### config.mk
export PLATFORM = sky130hd
export DESIGN_NAME = btb_upd_ctrl
export DESIGN_NICKNAME = d
export VERILOG_FILES = /design/src/rtl/btb_upd_ctrl.sv
export SDC_FILE = /design/constraint.sdc
export NUM_CORES = 1
export LEC_CHECK = 0
export CORE_MARGIN = 1.5
export CORE_UTILIZATION = 43
export CTS_CLUSTER_DIAMETER = 200
export DETAILED_ROUTE_END_ITERATION = 6
export PLACE_DENSITY = 0.71
export SLEW_MARGIN = 20
export SYNTH_ARGS = -nofsm -noshare
export SYNTH_HDL_FRONTEND = slang
export SYNTH_SLANG_ARGS = --single-unit
### constraint.sdc
create_clock -name clk -period 19.2 [get_ports clk]
set_input_delay 3.84 -clock clk [delete_from_list [all_inputs] [get_ports clk]]
set_output_delay 3.84 -clock clk [all_outputs]
set_load 0.05 [all_outputs]
### src/rtl/btb_upd_ctrl.sv
// BTB update controller: in-order queue of committed branch updates drained one per cycle,
// plus a flush sequencer that invalidates every BTB index. Optional macro: BTB_UPD_CTRL_NT_FILTER_EN.
module btb_upd_ctrl #(
  parameter  int ADDR     = 32,
  parameter  int BTB_D    = 32,
  parameter  int SIMBRCOM = 2,
  parameter  int QDEPTH   = 8,
  localparam int IDX      = $clog2(BTB_D)
) (
  input  logic                     clk,
  input  logic                     reset,
  input  logic [SIMBRCOM-1:0]      pc_chg_com_,
  input  logic [SIMBRCOM-1:0]      chg_taken_,
  input  logic [SIMBRCOM*ADDR-1:0] com_addr,
  input  logic [SIMBRCOM*ADDR-1:0] com_tar_addr,
  output logic                     com_ready,
  input  logic                     flush_req,
  output logic                     flush_busy,
  output logic                     flush_done,
  output logic                     upd_valid,
  output logic                     upd_taken,
  output logic [ADDR-1:0]          upd_addr,
  output logic [ADDR-1:0]          upd_tar_addr,
  output logic                     inv_valid,
  output logic [IDX-1:0]           inv_idx
);

  localparam int PW = $clog2(QDEPTH);
  localparam int CW = PW + 1;

  typedef enum logic {IDLE, FLUSH} state_t;

  state_t          state_q;
  logic [PW-1:0]   head_q, tail_q;
  logic [CW-1:0]   count_q, count_d;
  logic [IDX-1:0]  inv_idx_q;
  logic            flush_done_q;

  logic [ADDR-1:0] addr_mem  [QDEPTH];
  logic [ADDR-1:0] tar_mem   [QDEPTH];
  logic            taken_mem [QDEPTH];

  logic [SIMBRCOM-1:0] keep;
  logic [PW-1:0]       slot [SIMBRCOM];
  logic [CW-1:0]       enq_n;
  logic                enq_acc;
  logic                deq;

`ifdef BTB_UPD_CTRL_NT_FILTER_EN
  logic [ADDR-1:0] last_pc_q, last_pc_d;
  logic            filt;
`endif

  assign com_ready = (state_q == IDLE) && (count_q <= CW'(QDEPTH - SIMBRCOM));
  assign enq_acc   = com_ready && !flush_req;
  assign deq       = (state_q == IDLE) && (count_q != '0);

  // Compact kept lanes into consecutive slots starting at the tail.
  always_comb begin
    enq_n = '0;
`ifdef BTB_UPD_CTRL_NT_FILTER_EN
    last_pc_d = last_pc_q;
`endif
    for (int n = 0; n < SIMBRCOM; n++) begin
      keep[n] = !pc_chg_com_[n];
`ifdef BTB_UPD_CTRL_NT_FILTER_EN
      // Not-taken repeats of the newest entry or of an earlier lane add no information.
      filt = (count_q != '0) && (com_addr[n*ADDR +: ADDR] == last_pc_q);
      for (int m = 0; m < n; m++) begin
        if (!pc_chg_com_[m] && (com_addr[m*ADDR +: ADDR] == com_addr[n*ADDR +: ADDR]))
          filt = 1'b1;
      end
      if (chg_taken_[n] && filt)
        keep[n] = 1'b0;
      if (keep[n])
        last_pc_d = com_addr[n*ADDR +: ADDR];
`endif
      slot[n] = tail_q + enq_n[PW-1:0];
      if (keep[n])
        enq_n = enq_n + 1'b1;
    end
  end

  always_comb begin
    count_d = count_q;
    if (enq_acc)
      count_d = count_d + enq_n;
    if (deq)
      count_d = count_d - 1'b1;
  end

  always_ff @(posedge clk) begin
    if (reset) begin
      state_q      <= IDLE;
      head_q       <= '0;
      tail_q       <= '0;
      count_q      <= '0;
      inv_idx_q    <= '0;
      flush_done_q <= 1'b0;
`ifdef BTB_UPD_CTRL_NT_FILTER_EN
      last_pc_q    <= '0;
`endif
    end else begin
      flush_done_q <= 1'b0;
      case (state_q)
        IDLE: begin
          if (flush_req) begin
            state_q   <= FLUSH;
            head_q    <= '0;
            tail_q    <= '0;
            count_q   <= '0;
            inv_idx_q <= '0;
          end else begin
            if (deq)
              head_q <= head_q + 1'b1;
            if (enq_acc) begin
              tail_q <= tail_q + enq_n[PW-1:0];
`ifdef BTB_UPD_CTRL_NT_FILTER_EN
              last_pc_q <= last_pc_d;
`endif
            end
            count_q <= count_d;
          end
        end
        FLUSH: begin
          if (flush_req) begin
            inv_idx_q <= '0;
          end else if (inv_idx_q == IDX'(BTB_D - 1)) begin
            state_q      <= IDLE;
            inv_idx_q    <= '0;
            flush_done_q <= 1'b1;
          end else begin
            inv_idx_q <= inv_idx_q + 1'b1;
          end
        end
        default: state_q <= IDLE;
      endcase
    end
  end

  // Queue storage carries no reset; occupancy is tracked solely by count_q.
  always_ff @(posedge clk) begin
    for (int n = 0; n < SIMBRCOM; n++) begin
      if (enq_acc && keep[n]) begin
        addr_mem[slot[n]]  <= com_addr[n*ADDR +: ADDR];
        tar_mem[slot[n]]   <= com_tar_addr[n*ADDR +: ADDR];
        taken_mem[slot[n]] <= !chg_taken_[n];
      end
    end
  end

  assign upd_valid    = deq;
  assign upd_taken    = taken_mem[head_q];
  assign upd_addr     = addr_mem[head_q];
  assign upd_tar_addr = tar_mem[head_q];
  assign inv_valid    = (state_q == FLUSH);
  assign flush_busy   = (state_q == FLUSH);
  assign inv_idx      = inv_idx_q;
  assign flush_done   = flush_done_q;

endmodule

==> run summary <==
The tools report the number of rows in the core area as 91. VDD sags by at most 0.0816 mV. Root cell of the clock tree: sky130_fd_sc_hd__clkbuf_16. The worst setup path is of the reg -> out kind.

The area share of and/or/nand/nor cells after synthesis came out at 0.0126. The final weighted congestion of routability-driven global placement came out at 0.770. The share of final-layout standard cells stronger than drive strength 1 came out at 0.399. The height of the chip came out at 254 µm.

Counting every instance in the synthesized netlist gives 1485. The first global-routing pass estimated 98.1 mm of wire. The filler cells instantiated in the layout total 5096. Detailed placement ended at an HPWL of 37.0 mm. The final total power is 2.72 mW, and the largest fanout on the critical path is 58. The depth of the CTS H-tree was 2; the combined global-route utilization of all metal layers was 0.205. Synthesis produced a netlist with a net count of 1631.

The run gives 0 as the total overflow reported by the global router. For the worst setup path, the data arrival time is 4.43 ns. The main combinational cell family by area after synthesis was multiplexers. In this run the critical register-to-register path is captured at tar_mem[2][28]$_DFFE_PP_. The run finished with clean final reports. The die covers 64400 µm². The total negative setup slack is 0 ns. For this run, the post-layout net count is 1822.

For the worst flop-to-flop path, the logic depth is 5. Worst slew margin relative to its limit: 0.274. The destination of the critical timing path is upd_addr[2]. The region available for standard cell placement spans 61900 µm². The tools report the area after detailed placement as 29900 µm². The number of buffers inserted to repair setup after CTS is 0, and the final hold violation count is 0. After synthesis, the cell types taking the most area are sky130_fd_sc_hd__edfxtp_1 (58%), sky130_fd_sc_hd__mux2_2 (18%), sky130_fd_sc_hd__mux4_2 (11%).

Dividing the synthesized area by the synthesized cell count gives 18.2 µm². Data on the critical path is required at its endpoint by 15.36 ns. In the post-synthesis netlist, the cell with the most instances is sky130_fd_sc_hd__edfxtp_1. Hold is met by 0.509 ns. The share of Yosys cell area claimed by the top area cell type was 0.578. Reg-to-reg critical path startpoint: flush_busy$_SDFF_PP0_. The XOR/XNOR share of the synthesized area came out at 0.000648.

The actual slew at the worst max-slew pin works out to 1.09 ns. Sorting the synthesized cells by how often they occur yields sky130_fd_sc_hd__edfxtp_1 (520), sky130_fd_sc_hd__mux2_2 (433), sky130_fd_sc_hd__mux2_1 (146). Max-cap violations in this run came to 0. The share of the clock period used by the worst path after layout was 0.431. The mux cell area share after synthesis works out to 0.354. For this run, the leading register cell type out of synthesis is sky130_fd_sc_hd__edfxtp_1.

The post-layout instance count excluding filler cells is 2559, and the number of synthesized register bits is 540. The run gives 0.512 as the final core utilization. Once routing completed, OpenROAD measured the worst setup slack at 10.93 ns. The static leakage power came out at 10.1 nW.

The number of unique standard cell types used by synthesis was 48; the clock-pin slew reported for the worst setup and hold paths after clock tree synthesis was 0.06 ns. Final-report setup violation count: 0. The cell area after synthesis was 27000 µm²; the number of I/O pins was 210.

Worst-case setup slack after placement: 11.54 ns. The fraction of the yosys area taken by sequential cells is 0.593, and the via count of the first global-routing pass is 15800. Setup repair after global routing left no endpoint under its margin. Including well taps, the total number of placed cells is 2453.

The final worst clock skew is 0.0154 ns, and the share of the synthesized area in compound gates (AO/OA/AOI/OAI) is 0.00986. The Yosys step of the flow raised 0 warnings. The post-cts gate resize count came out at 0.

Of all cell types, the one taking the most synthesized area is sky130_fd_sc_hd__edfxtp_1. The starting density of the core is 0.436. Area added between synthesis and finish: 17.4%. In the routed design, unresolved DRC markers number 0. Async set-reset flop share out of synthesis: 0. In this run the remaining antenna-violating nets after routing total 0. The power density normalized to cell area came out at 85.6 nW/µm². The post-synthesis adder-cell area fraction works out to 0.00565. The number of enable flip-flop cells after synthesis works out to 520. The class of the worst hold path was reg -> reg.

Entering global routing, the biggest net connects 66 pins. The logs give 0 for the final max-slew violation count and 15.31 ns for the worst setup slack for register-to-register paths. Violation count after the first detailed-route iteration: 986. Die width: 254 µm. The run gives 0 as the number of buffers inserted for hold repair after clock tree synthesis. The run gives 13 as the initial antenna violation count. For the maximum buffer depth of the clock tree, the log shows 3. The post-route minimum period is 8.27 ns. The worst-skew pair later-pin latency is 0.61 ns, and the vias per cell is 5.79. The worst setup path is launched from a flop.

For the routed wire length, the log shows 65.8 mm. The tree built by TritonCTS fans out to 540 sinks. The total via count after detailed routing came out at 14800. Buffers placed on the I/O ports in this run total 209. TritonCTS built the clock tree. Routed length per placed instance: 25.7 µm. Derived from the worst setup path, the maximum achievable clock frequency is 121 MHz. The finished cells cover 31700 µm². STA classifies the critical path endpoint as an output port. The run gives 58 as the number of buffers created by CTS. The first TritonRoute pass finished after 5 iterations.
## routing by layer
metal  track usage  up-vias  routed length [µm]
met1         0.263     7839               27200
met3        0.0515      114                4230
met2         0.348      370               32900
met5       0.00849        -                 132
li1              -     6484                   -
met4        0.0490       22                1280
## cells by family (layout without fill, tap and decap cells)
kind of cell,after synthesis,count (layout)
XOR/XNOR,2,2
AO/OA/AOI/OAI,40,40
other,0,2
multiplexers,720,720
flip-flops,540,540
buffers and inverters,110,345
AND/OR/NAND/NOR,62,62
adder cells (fa/ha/maj),11,11
## cell type report
type / count / area (µm²) / area share
sequential: 540 / 16000 / 0.505
multi-input combinational: 835 / 10500 / 0.330
timing repair buffer: 233 / 2300 / 0.0724
clock buffer: 81 / 1560 / 0.0491
tap: 837 / 1050 / 0.0330
clock inverter: 23 / 294 / 0.00926
inverter: 8 / 30.0 / 0.000946
antenna: 2 / 5.00 / 0.000158
## report_power, final
part           leakage [nW]  switching, mW  internal (mW)
clock                 0.906          0.452          0.657
combinational          4.30          0.150          0.129
sequential             4.87         0.0100           1.32
## cell usage in the layout (no fill, tap or decap), types with 11 or more instances in the layout
master / Yosys / routed
sky130_fd_sc_hd__edfxtp_1: 520 / 520
sky130_fd_sc_hd__clkbuf_1: 29 / 22
sky130_fd_sc_hd__clkdlybuf4s50_1: 0 / 209
sky130_fd_sc_hd__mux2_1: 146 / 146
sky130_fd_sc_hd__mux2i_1: 11 / 11
sky130_fd_sc_hd__buf_4: 14 / 21
sky130_fd_sc_hd__dfxtp_1: 20 / 17
sky130_fd_sc_hd__clkbuf_16: 0 / 59
sky130_fd_sc_hd__mux2_2: 433 / 433
sky130_fd_sc_hd__mux4_2: 130 / 130
sky130_fd_sc_hd__nor2_1: 16 / 16
## worst min-delay path by stage
| stage | startpoint | endpoint | slack [ns] | cells past startpoint |
|---|---|---|---|---|
| 2_1_floorplan | head_q[2]$_SDFFE_PP0P_ | flop | 0.46 | 2 |
| 3_3_place_gp | head_q[2]$_SDFFE_PP0P_ | flop | 0.48 | 2 |
| 3_5_place_dp | head_q[2]$_SDFFE_PP0P_ | flop | 0.49 | 2 |
| 4_1_cts | head_q[2]$_SDFFE_PP0P_ | flop | 0.51 | 2 |
| 5_1_grt | head_q[2]$_SDFFE_PP0P_ | flop | 0.53 | 2 |
| 6_report | head_q[2]$_SDFFE_PP0P_ | flop | 0.51 | 2 |
## flip-flops by register name, indices dropped and copies added (netlist names), named ones only
signal	flops
addr_mem	256
tar_mem	256
taken_mem	8
inv_idx	5
count_q	4
head_q	3
tail_q	3
flush_busy	1
flush_done	1
## critical path: stages, from the launching register on
cell                              delay (ns)
sky130_fd_sc_hd__dfxtp_4                0.70
sky130_fd_sc_hd__buf_4                  0.67
sky130_fd_sc_hd__buf_4                  0.82
sky130_fd_sc_hd__mux4_2                 0.42
sky130_fd_sc_hd__mux2_2                 0.35
sky130_fd_sc_hd__clkdlybuf4s50_1        0.74
(Power assumes the default switching activity.)
